$ cat config.mk
export PLATFORM = sky130hd
export DESIGN_NAME = segdisplay_mux
export DESIGN_NICKNAME = d
export VERILOG_FILES = /design/src/rtl/segdisplay_mux.sv
export SDC_FILE = /design/constraint.sdc
export NUM_CORES = 1
export LEC_CHECK = 0
export CAP_MARGIN = 0
export CORE_UTILIZATION = 45
export DETAILED_ROUTE_END_ITERATION = 6
export PLACE_DENSITY = 0.68
export SYNTH_ARGS = -nofsm -noshare
export SYNTH_HDL_FRONTEND = slang
export SYNTH_SLANG_ARGS = --single-unit
$ cat constraint.sdc
create_clock -name clk -period 2.7 [get_ports clk]
set_input_delay 0.675 -clock clk [delete_from_list [all_inputs] [get_ports clk]]
set_output_delay 0.675 -clock clk [all_outputs]
set_load 0.01 [all_outputs]
$ cat src/rtl/segdisplay_mux.sv
// N-digit multiplexed common-anode seven-segment driver with per-digit blanking,
// decimal points, PWM brightness and frame-latched (tear-free) digit snapshots.
module segdisplay_mux #(
  parameter int NUM_DIGITS = 4,
  parameter int CLK_DIV    = 65536,
  parameter int BRIGHT_W   = 4
) (
  input  logic                    clk,
  input  logic                    rst,
  input  logic [4*NUM_DIGITS-1:0] digits_in,
  input  logic [NUM_DIGITS-1:0]   blank_in,
  input  logic [NUM_DIGITS-1:0]   dp_in,
  input  logic [BRIGHT_W-1:0]     bright,
  output logic [6:0]              seg,
  output logic [NUM_DIGITS-1:0]   an,
  output logic                    dp,
  output logic                    frame_start
);

  localparam int PW = (CLK_DIV > 1) ? $clog2(CLK_DIV) : 1;
  localparam int IW = (NUM_DIGITS > 1) ? $clog2(NUM_DIGITS) : 1;
  // Wide enough for (bright+1)*CLK_DIV with no loss before the shift.
  localparam int OW = BRIGHT_W + 33;
  localparam logic [PW-1:0] PRE_MAX = PW'(CLK_DIV - 1);
  localparam logic [IW-1:0] IDX_MAX = IW'(NUM_DIGITS - 1);

  logic [PW-1:0]           pre_cnt_r;
  logic [IW-1:0]           idx_r;
  logic [4*NUM_DIGITS-1:0] shadow_digits_r;
  logic [NUM_DIGITS-1:0]   shadow_blank_r;
  logic [NUM_DIGITS-1:0]   shadow_dp_r;
  logic [6:0]              seg_r;
  logic [NUM_DIGITS-1:0]   an_r;
  logic                    dp_r;
  logic                    frame_start_r;

  logic                    tick_s;
  logic                    wrap_s;
  logic [OW-1:0]           on_prod_s;
  logic [OW-1:0]           on_cyc_s;
  logic                    window_s;
  logic [3:0]              cur_nib_s;
  logic                    cur_blank_s;
  logic                    cur_dp_s;
  logic                    lit_s;
  logic [NUM_DIGITS-1:0]   an_sel_s;

  function automatic logic [6:0] hex_decode(input logic [3:0] nib);
    logic [6:0] s;
    case (nib)
      4'h0: s = 7'h40;
      4'h1: s = 7'h79;
      4'h2: s = 7'h24;
      4'h3: s = 7'h30;
      4'h4: s = 7'h19;
      4'h5: s = 7'h12;
      4'h6: s = 7'h02;
      4'h7: s = 7'h78;
      4'h8: s = 7'h00;
      4'h9: s = 7'h10;
      4'hA: s = 7'h08;
      4'hB: s = 7'h03;
      4'hC: s = 7'h46;
      4'hD: s = 7'h21;
      4'hE: s = 7'h06;
      4'hF: s = 7'h0E;
      default: s = 7'h7F;
    endcase
    return s;
  endfunction

  // Slot timing, brightness window and current-digit selection.
  always_comb begin
    tick_s      = (pre_cnt_r == PRE_MAX);
    wrap_s      = tick_s && (idx_r == IDX_MAX);
    on_prod_s   = (OW'(bright) + OW'(1)) * OW'(CLK_DIV);
    on_cyc_s    = on_prod_s >> BRIGHT_W;
    // Cycle 0 of every slot stays dark so adjacent anodes never overlap.
    window_s    = (pre_cnt_r != PW'(0)) && (OW'(pre_cnt_r) < on_cyc_s);
    cur_nib_s   = 4'h0;
    cur_blank_s = 1'b1;
    cur_dp_s    = 1'b0;
    for (int k = 0; k < NUM_DIGITS; k++) begin
      cur_nib_s   = (idx_r == IW'(k)) ? shadow_digits_r[4*k +: 4] : cur_nib_s;
      cur_blank_s = (idx_r == IW'(k)) ? shadow_blank_r[k] : cur_blank_s;
      cur_dp_s    = (idx_r == IW'(k)) ? shadow_dp_r[k] : cur_dp_s;
    end
    lit_s       = window_s && !cur_blank_s;
    an_sel_s    = ~(NUM_DIGITS'(1) << idx_r);
  end

  // Prescaler and scan index.
  always_ff @(posedge clk or posedge rst) begin
    if (rst) begin
      pre_cnt_r <= PW'(0);
      idx_r     <= IW'(0);
    end else begin
      if (tick_s) begin
        pre_cnt_r <= PW'(0);
        idx_r     <= (idx_r == IDX_MAX) ? IW'(0) : idx_r + IW'(1);
      end else begin
        pre_cnt_r <= pre_cnt_r + PW'(1);
        idx_r     <= idx_r;
      end
    end
  end

  // Frame snapshot of the display inputs, taken on the wrap back to digit 0.
  always_ff @(posedge clk or posedge rst) begin
    if (rst) begin
      shadow_digits_r <= '0;
      shadow_blank_r  <= '1;
      shadow_dp_r     <= '0;
    end else if (wrap_s) begin
      shadow_digits_r <= digits_in;
      shadow_blank_r  <= blank_in;
      shadow_dp_r     <= dp_in;
    end else begin
      shadow_digits_r <= shadow_digits_r;
      shadow_blank_r  <= shadow_blank_r;
      shadow_dp_r     <= shadow_dp_r;
    end
  end

  // Registered pin drivers.
  always_ff @(posedge clk or posedge rst) begin
    if (rst) begin
      seg_r         <= 7'h7F;
      an_r          <= '1;
      dp_r          <= 1'b1;
      frame_start_r <= 1'b0;
    end else begin
      seg_r         <= lit_s ? hex_decode(cur_nib_s) : 7'h7F;
      an_r          <= lit_s ? an_sel_s : '1;
      dp_r          <= lit_s ? ~cur_dp_s : 1'b1;
      frame_start_r <= wrap_s;
    end
  end

  assign seg         = seg_r;
  assign an          = an_r;
  assign dp          = dp_r;
  assign frame_start = frame_start_r;

endmodule

Yosys cells after proc, flatten, opt, wreduce, memory -nomap -nowiden
Memories as Yosys holds them, arrays and structs flattened.
Cells that the tools add are included.
W data, S select, Z words.
- output and inout bits: 13
- register bits: 55
- word-level logic and storage cells: 44
- memories kept: 1
- input bits: 30
- memory bits (read-only): 112
- memories (memory ; depth ; width ; read ports ; clocked after memory_dff ; write ports ; RTL line ; source):
    (no name shown) ; 16 ; 7 ; 1 ; 0 ; 0 ; 50 ; case (nib)
- add/sub/neg operators: 3
- bitwise gates (word level): 2
- shift-type cells: 1
- multiplexer cells: 17
- equal/unequal tests: 4
- reductions and logical operators: 6
- $lt $le $gt $ge: 1
- operator list (cell ; number):
    $mux W4 ; 5
    $lt A16 B17 Y1 ; 1
    $add A16 B1 Y16 const B ; 1
    $eq A16 B16 Y1 const B ; 1
    $mux W16 ; 1
    $reduce_bool A16 Y1 ; 1
    $mux W1 ; 9
    $mux W7 ; 1
    $add A4 B1 Y5 const B ; 1
    $eq A2 B2 Y1 const B ; 2
    $not A4 Y4 ; 1
    $shl A1 B2 Y4 const A ; 1
    $logic_and A1 B1 Y1 ; 3
    $add A2 B1 Y2 const B ; 1
    $eq A2 B1 Y1 const B ; 1
    $logic_not A2 Y1 ; 1
    $mux W2 ; 1
    $logic_not A1 Y1 ; 1
    $not A1 Y1 ; 1

Logic depth before layout (Yosys ltp)
Gate-level depths: netlist of run 1.
- word-level depth: 8
- depth in mapped cells: 11

Worst setup path after synthesis of run 1
OpenSTA, ideal clock, no wires.
- path type: flip-flop to flip-flop
- start point: register idx_r[0]
- end point: register seg_r[1] (netlist: seg[1])
- period minus slack after synthesis: 2.263 ns
- required time: 2.595 ns
- arrival time: 2.158 ns
- setup slack: 0.437 ns
- setup time: 0.105 ns
- cell stages (with the launch flop): 9
- path through: dfrtp_1 ha_1 buf_2 buf_2 a221oi_1 inv_1 ha_1 o21ai_0 o221ai_1
- cells in the longest elaborated chain, start to end: 8
- elaborated cells between the ends (all ways): 16
- RTL lines (item ; RTL line ; source):
    start, declared ; 28 ; logic [IW-1:0] idx_r;
    start signal, assigned ; 100 ; idx_r <= (idx_r == IDX_MAX) ? IW'(0) : idx_r + IW'(1);
    start signal, assigned ; 103 ; idx_r <= idx_r;
    parallel branches: the longest is 7 deep, another holds $mem_v2 Z16 W7 ; -- ;
    $mux W7 (*) ; 133 ; seg_r <= lit_s ? hex_decode(cur_nib_s) : 7'h7F;
    end signal, assigned ; 133 ;
    end, declared ; 32 ; logic [6:0] seg_r;
Every way passes the cells marked *.
A chain may end at the register's enable or synchronous reset.

Final worst setup path of run 1
- start point: input port bright[0]
- end point: register seg_r[6] (netlist: seg[6])
- cells in the longest elaborated chain, start to end: 5
- RTL lines (item ; RTL line ; source):
    start, declared ; 13 ; input logic [BRIGHT_W-1:0] bright,
    $add A4 B1 Y5 ; 76 ; on_prod_s = (OW'(bright) + OW'(1)) * OW'(CLK_DIV);
    $lt A16 B17 Y1 ; 79 ; window_s = (pre_cnt_r != PW'(0)) && (OW'(pre_cnt_r) < on_cyc_s);
    $logic_and A1 B1 Y1 ; 79 ;
    $logic_and A1 B1 Y1 ; 88 ; lit_s = window_s && !cur_blank_s;
    $mux W7 ; 133 ;
No other way between the ends.

==> results.py, run 1 <==
metrics = {
    "sta": {
        "final-hold-violation-count": 0,
        "setup_violations": 0,
        "layout_worst_path_cycle_share_pct": 87.16,
        "maxSlewHeadroom_pct": 62.79,
        "rsz0062_at_grt": "false",
        "report.final.slew_viol_count": 0,
        "worst-slew-pin-transition_ns": 0.5573,
        "final_total_negative_setup_slack_ns": 0,
        "hold_slack_ns": 0.5022,
        "layout_skew_ns": 0.008663,
        "timing.fmax_mhz": 424.9,
        "timing.final.crit_period_ns": 2.353,
    },
    "cts": {
        "cts-htree-levels": 2,
        "tritoncts_clock_tree": "done",
        "cts_made_buffers": 5,
        "post_cts_resized": 0,
        "cts_hold_repair.buffers": 0,
        "worst_setup_hold_path_clk_slew_ns": 0.10,
        "clockBufferDepth": 2,
        "cts-root-buf": "clkbuf_8",
        "insertion_delay_ns": 0.30,
        "post_cts.repair.setup_buffers": 0,
        "cts_num_sinks": 55,
    },
    "floorplan": {
        "die_width_um": 81.55,
        "fp-row-count": 28,
        "coreArea_um2": 6026,
        "io-pin-count": 43,
        "effective_utilization_at_floorplan_pct": 47.26,
        "die_h_um": 81.55,
        "die-area_um2": 6650,
    },
    "detailed_routing": {
        "vias_per_cell": 5.285,
        "detailedRoute.firstIterationViolations": 77,
        "detailroute.via_count": 1945,
        "detailedRoute.firstPassIterationCount": 5,
        "routed_wl_mm": 5.311,
        "routedWlPerCell_um": 14.43,
        "remaining_number_of_nets_flagged_by_the_antenna_check_after_routing": 0,
        "drc_errors": 0,
    },
    "final_layout": {
        "syn2layout_area_growth_pct": 21.22,
        "fill_cells": 543,
        "number_of_diodes_added_for_antenna_fixing": 0,
        "final_net_count": 338,
        "final_layout_size_suffix_gt1_share_pct": 18.77,
        "multi_input_area_um2": 1331,
        "utilization_pct": 57.29,
        "layout.area.seq_um2": 1396,
    },
    "global_routing": {
        "grt_first_pass_wirelength_mm": 8.990,
        "grt_remaining_overflow": 0,
        "grt_pass1_vias": 1893,
        "maximum_number_of_pins_on_one_net_before_global_route_repair": 31,
        "gr-usage-all-layers_pct": 17.93,
        "number_of_antenna_violations_at_the_first_check_in_global_routing": 0,
    },
    "synthesis": {
        "yosys_register_bits": 55,
        "top_ff_cell_synth": "dfrtp_1",
        "syn_nets": 291,
        "post_synth.cell_area_avg_um2": 11.62,
        "yosysMostFrequentCell": "dfrtp_1",
        "post-synth-top-area-fraction_pct": 34.27,
        "compound_cell_area_share_of_the_yosys_netlist_pct": 9.402,
        "synth.cell_area_um2": 2848,
        "post_synthesis_xor_xnor_area_fraction_pct": 4.306,
        "netlist.top_cell.by_area": "dfrtp_1",
        "yosys-mux-area-fraction_pct": 12.70,
        "synth_top_family_by_area": "simple AND/OR/NAND/NOR gates",
        "synthesized_area_fraction_occupied_by_and_or_nand_nor_cells_pct": 13.31,
        "synth.top_cells.by_count": "dfrtp_1 (39), nand2_1 (20), mux2_4 (19)",
        "seq_area_frac_synth_pct": 49.03,
        "synth-edff-count": 0,
        "synth_fa_ha_area_share_pct": 7.030,
        "asyncSetResetFlopFracSynth_pct": 100.0,
        "ys_top_cells_by_area": "dfrtp_1 (34%), dfstp_2 (15%), mux2_4 (10%)",
        "synthDistinctLibCells": 44,
        "ys_warn_count": 0,
        "synthCells": 245,
    },
    "place": {
        "port-buffer-count": 42,
        "detailed_place_hpwl_mm": 3.792,
        "finalWeightedCongestion": 0.8156,
    },
    "flow_run": {
        "maxCapViolCount": 0,
    },
    "setup_path": {
        "crit_slowest_cell": "clkdlybuf4s50_1",
        "crit_path_max_incr_delay_ns": 0.43,
        "critPathCaptureType": "register",
        "timing.critical_path.arrival_ns": 2.57,
        "worstPathCellList": "clkdlybuf4s50_1, ha_1, inv_1, ha_1, o21a_1, o21ai_0, a21oi_1, a311oi_1, buf_4, o221ai_1",
        "critPathTopFamily": "buffers and inverters",
        "critical_path.startpoint_type": "input port",
        "cp_max_fo": 12,
        "critical_path_class": "input port to register",
        "critical_path_required_ns": 2.92,
        "cp_most_frequent_cell": "ha_1",
        "crit_buf_inv": 3,
    },
    "power_and_ir_drop": {
        "ir_drop_uv": 271.1,
        "p_leak_nw": 1.586,
        "fin_total_pwr_mw": 1.498,
        "pwr_density_cell_nw_per_um2": 433.9,
    },
    "run_status": {
        "outcome": "completed",
    },
    "min_path": {
        "worstHoldPathType": "register to register",
    },
}
-- power by group --
part | total [mW] | internal, mW | switching, mW | leakage (nW)
registers | 0.878 | 0.863 | 0.0147 | 0.653
clock network | 0.440 | 0.183 | 0.257 | 0.0422
logic | 0.180 | 0.107 | 0.0725 | 0.891
total | 1.50 | 1.15 | 0.344 | 1.59
-- placed cells by master (no fill, tap or decap), drive strengths merged, types with 2 or more instances in the layout --
cell type,Yosys,final
nor2b,3,3
dfrtp,39,39
clkbuf,1,7
buf,8,7
and3,2,2
ha,16,16
inv,17,17
a221oi,3,3
mux2,24,24
nand2,21,21
nand3,7,7
a21oi,10,10
nand2b,2,2
nor3,2,2
nor4,3,3
nor2,13,13
xor2,5,5
xnor2,9,9
mux2i,2,2
dfstp,16,16
a211oi,4,4
nor3b,3,3
o21ai,12,12
o221ai,5,5
nand4,4,4
a221o,2,2
clkdlybuf4s50,0,42
nand3b,4,4
-- registers in the layout, indices dropped and copies added (netlist names) --
register         cells
pre_cnt_r           16
shadow_digits_r     16
seg                  7
an                   4
shadow_blank_r       4
shadow_dp_r          4
idx_r                2
dp                   1
frame_start          1
-- final timing paths --
| kind | startpoint | endpoint | slack, ns | cells after the start |
|---|---|---|---|---|
| worst max-delay path | bright[0] | seg[6]$_DFF_PP1_ | 0.35 | 10 |
| worst min-delay path | pre_cnt_r[10]$_DFF_PP0_ | pre_cnt_r[10]$_DFF_PP0_ | 0.50 | 1 |
| worst max register to register | idx_r[0]$_DFFE_PP0N_ | seg[5]$_DFF_PP1_ | 0.38 | 10 |
| worst min register to register | pre_cnt_r[10]$_DFF_PP0_ | pre_cnt_r[10]$_DFF_PP0_ | 0.50 | 1 |
| max in group asynchronous | rst | shadow_blank_r[1]$_DFFE_PP1P_ | 1.33 | 3 |
| min in group asynchronous | rst | shadow_dp_r[2]$_DFFE_PP0P_ | 0.75 | 2 |
-- through the flow --
stage	setup WS (ns)	instances	instance area [um^2]
6_report	0.3467	368	3452
5_1_grt	0.08817	368	3452
4_1_cts	0.3363	368	3452
3_5_place_dp	0.01512	360	3371
3_3_place_gp	0.05095	360	3371
2_1_floorplan	0.4368	245	2848
-- worst reg2reg max path: stages, from the launching register on --
cell      delay [ns]
dfrtp_1         0.42
inv_1           0.11
ha_1            0.45
a211oi_1        0.11
a221oi_1        0.37
buf_4           0.20
ha_1            0.16
inv_1           0.06
nor2_1          0.13
a21oi_1         0.05
o221ai_1        0.18
-- final cells by class --
cell class | count | area share [%]
clock buffers | 7 | 2.211
clock inverters | 1 | 0.1450
inverters | 17 | 1.848
multi-input cells | 164 | 38.56
flip-flops and latches | 55 | 40.45
well taps | 75 | 2.718
repair buffers | 49 | 14.06
-- cells by family (layout without fill, tap and decap cells) --
group                      Yosys count  after routing
muxes                               26             26
buffers and inverters               26             74
and+or+nand+nor                     68             68
DFF                                 55             55
adders and majority gates           16             16
xor gates and xnor gates            14             14
AOI/OAI and AO/OA                   40             40
-- layer usage --
metal / part of all wire [%] / track usage (%)
met5: 0 / 0
met3: 3.7 / 4.889
met1: 50 / 25.37
met2: 46 / 26.75
met4: 0.94 / 5.000
(Power assumes the default switching activity.)
==> inputs of run 2 (changes only) <==
Settings changed: PLACE_DENSITY 0.68 to 0.75, SETUP_SLACK_MARGIN set to 0.4.
==> results.py, run 2 (synthesized netlist as in run 1, its figures left out) <==
metrics = {
    "run_status": {
        "outcome": "completed",
    },
    "global_routing": {
        "maximum_number_of_pins_on_one_net_before_global_route_repair": 56,
        "grt_remaining_overflow": 0,
        "number_of_antenna_violations_at_the_first_check_in_global_routing": 0,
        "grt_first_pass_wirelength_mm": 9.142,
        "gr-usage-all-layers_pct": 18.44,
        "grt_pass1_vias": 1964,
    },
    "power_and_ir_drop": {
        "ir_drop_uv": 266.1,
        "pwr_density_cell_nw_per_um2": 426.5,
        "fin_total_pwr_mw": 1.528,
        "p_leak_nw": 1.585,
    },
    "sta": {
        "maxSlewHeadroom_pct": 69.87,
        "layout_skew_ns": 0.01246,
        "report.final.slew_viol_count": 0,
        "timing.fmax_mhz": 455.3,
        "timing.final.crit_period_ns": 2.196,
        "rsz0062_at_grt": "false",
        "final-hold-violation-count": 0,
        "postLayoutSetupSlackWorst_ns": 0.5039,
        "worst-slew-pin-transition_ns": 0.4483,
        "final_total_negative_setup_slack_ns": 0,
        "layout_worst_path_cycle_share_pct": 81.34,
        "hold_slack_ns": 0.4977,
        "setup_violations": 0,
    },
    "floorplan": {
        "fp-row-count": 28,
        "effective_utilization_at_floorplan_pct": 47.26,
        "die_h_um": 81.55,
        "die_width_um": 81.55,
        "io-pin-count": 43,
        "coreArea_um2": 6026,
        "die-area_um2": 6650,
    },
    "detailed_routing": {
        "drc_errors": 0,
        "route.layer.met1.wl_mm": 2.462,
        "routedWlPerCell_um": 14.98,
        "remaining_number_of_nets_flagged_by_the_antenna_check_after_routing": 0,
        "detailroute.via_count": 1944,
        "met3WireLength_um": 223,
        "top_layer_used": "met4",
        "detailedRoute.firstPassIterationCount": 4,
        "routed_wl_mm": 5.529,
        "vias_per_cell": 5.268,
        "dr_wl_met2_mm": 2.752,
        "detailedRoute.firstIterationViolations": 60,
    },
    "cts": {
        "clockBufferDepth": 2,
        "cts_num_sinks": 55,
        "cts-root-buf": "clkbuf_8",
        "cts-htree-levels": 2,
        "post_cts.repair.setup_buffers": 0,
        "insertion_delay_ns": 0.32,
        "worst_setup_hold_path_clk_slew_ns": 0.10,
        "cts_hold_repair.buffers": 0,
        "cts_made_buffers": 5,
        "tritoncts_clock_tree": "done",
    },
    "setup_path": {
        "timing.reg2reg.setup_slack_ns": 0.52,
        "timing.critical_path.from": "bright[0]",
        "critPathCaptureType": "register",
        "critical_path_class": "input port to register",
        "critical_path.startpoint_type": "input port",
        "critical_register_to_register_path_endpoint": "seg[3]$_DFF_PP1_",
        "reg2reg_from": "idx_r[0]$_DFFE_PP0N_",
        "timing.critical_path.arrival_ns": 2.43,
        "cp_max_fo": 6,
        "critical_path_required_ns": 2.94,
        "worst_r2r_path_depth": 8,
        "crit_path_end": "seg[6]$_DFF_PP1_",
    },
    "place": {
        "port-buffer-count": 42,
        "finalWeightedCongestion": 0.8228,
        "preCtsSetupSlack_ns": -0.09244,
        "detailed_place_hpwl_mm": 3.771,
    },
    "final_layout": {
        "syn2layout_area_growth_pct": 25.83,
        "utilization_pct": 59.47,
        "most_common_cell_after_layout_fill_and_taps_aside": "clkdlybuf4s50_1",
        "final_layout_size_suffix_gt1_share_pct": 26.53,
        "fill_cells": 476,
        "final_net_count": 339,
        "number_of_diodes_added_for_antenna_fixing": 0,
        "top_library_cells_by_usage_in_the_layout_fill_and_taps_aside": "clkdlybuf4s50_1 (39), dfrtp_1 (38), nand2_1 (20)",
    },
    "min_path": {
        "worstHoldPathType": "register to register",
    },
    "flow_run": {
        "maxCapViolCount": 0,
    },
}
## run 2: through the flow
step / instances / cell area (um^2)
6_report: 369 / 3583
5_1_grt: 369 / 3583
4_1_cts: 369 / 3523
3_5_place_dp: 360 / 3371
3_3_place_gp: 360 / 3371
2_1_floorplan: 245 / 2848
## run 2: worst min path at each step
stage / from / cells after the start / to / slack, ns
2_1_floorplan: pre_cnt_r[10]$_DFF_PP0_ / 1 / pre_cnt_r[10]$_DFF_PP0_ / 0.46
3_3_place_gp: shadow_digits_r[1]$_DFFE_PP0P_ / 1 / shadow_digits_r[1]$_DFFE_PP0P_ / 0.48
6_report: pre_cnt_r[10]$_DFF_PP0_ / 1 / pre_cnt_r[10]$_DFF_PP0_ / 0.50
3_5_place_dp: shadow_digits_r[1]$_DFFE_PP0P_ / 1 / shadow_digits_r[1]$_DFFE_PP0P_ / 0.48
5_1_grt: pre_cnt_r[10]$_DFF_PP0_ / 1 / pre_cnt_r[10]$_DFF_PP0_ / 0.53
4_1_cts: pre_cnt_r[10]$_DFF_PP0_ / 1 / pre_cnt_r[10]$_DFF_PP0_ / 0.50
## run 2: timing repair
item                                    in CTS  in global routing
gates cloned                                 1                  0
pin swaps                                    3                  4
resized for setup                           18                 14
endpoints found under the setup margin      12                 31
## run 2: power by group
part | switching [mW] | total, mW | internal (mW)
registers | 0.0139 | 0.877 | 0.863
clock network | 0.275 | 0.456 | 0.181
logic | 0.0823 | 0.195 | 0.113
## run 2: layer usage
metal | up-vias | GRT usage, %
met5 | - | 0
met4 | 0 | 7.143
met3 | 9 | 3.444
met2 | 45 | 30.75
met1 | 934 | 23.61
li1 | 956 | -
## run 2: cell type report
type,count,area (um^2),area share (%)
clock buffers,5,68.82,1.920
clock inverters,3,20.02,0.5587
inverters,17,66.31,1.851
multi-input cells,164,1450,40.47
flip-flops and latches,55,1398,39.00
well taps,75,93.84,2.619
repair buffers,50,486.7,13.58
## run 2: worst max-delay path, stage by stage
cell and delay, ns:
dlygate4sd2_1 0.25, ha_1 0.27, inv_1 0.04, ha_1 0.26
o21a_1 0.12, o21ai_2 0.13, a21oi_2 0.07, a311oi_2 0.28
buf_4 0.24, o221ai_2 0.10
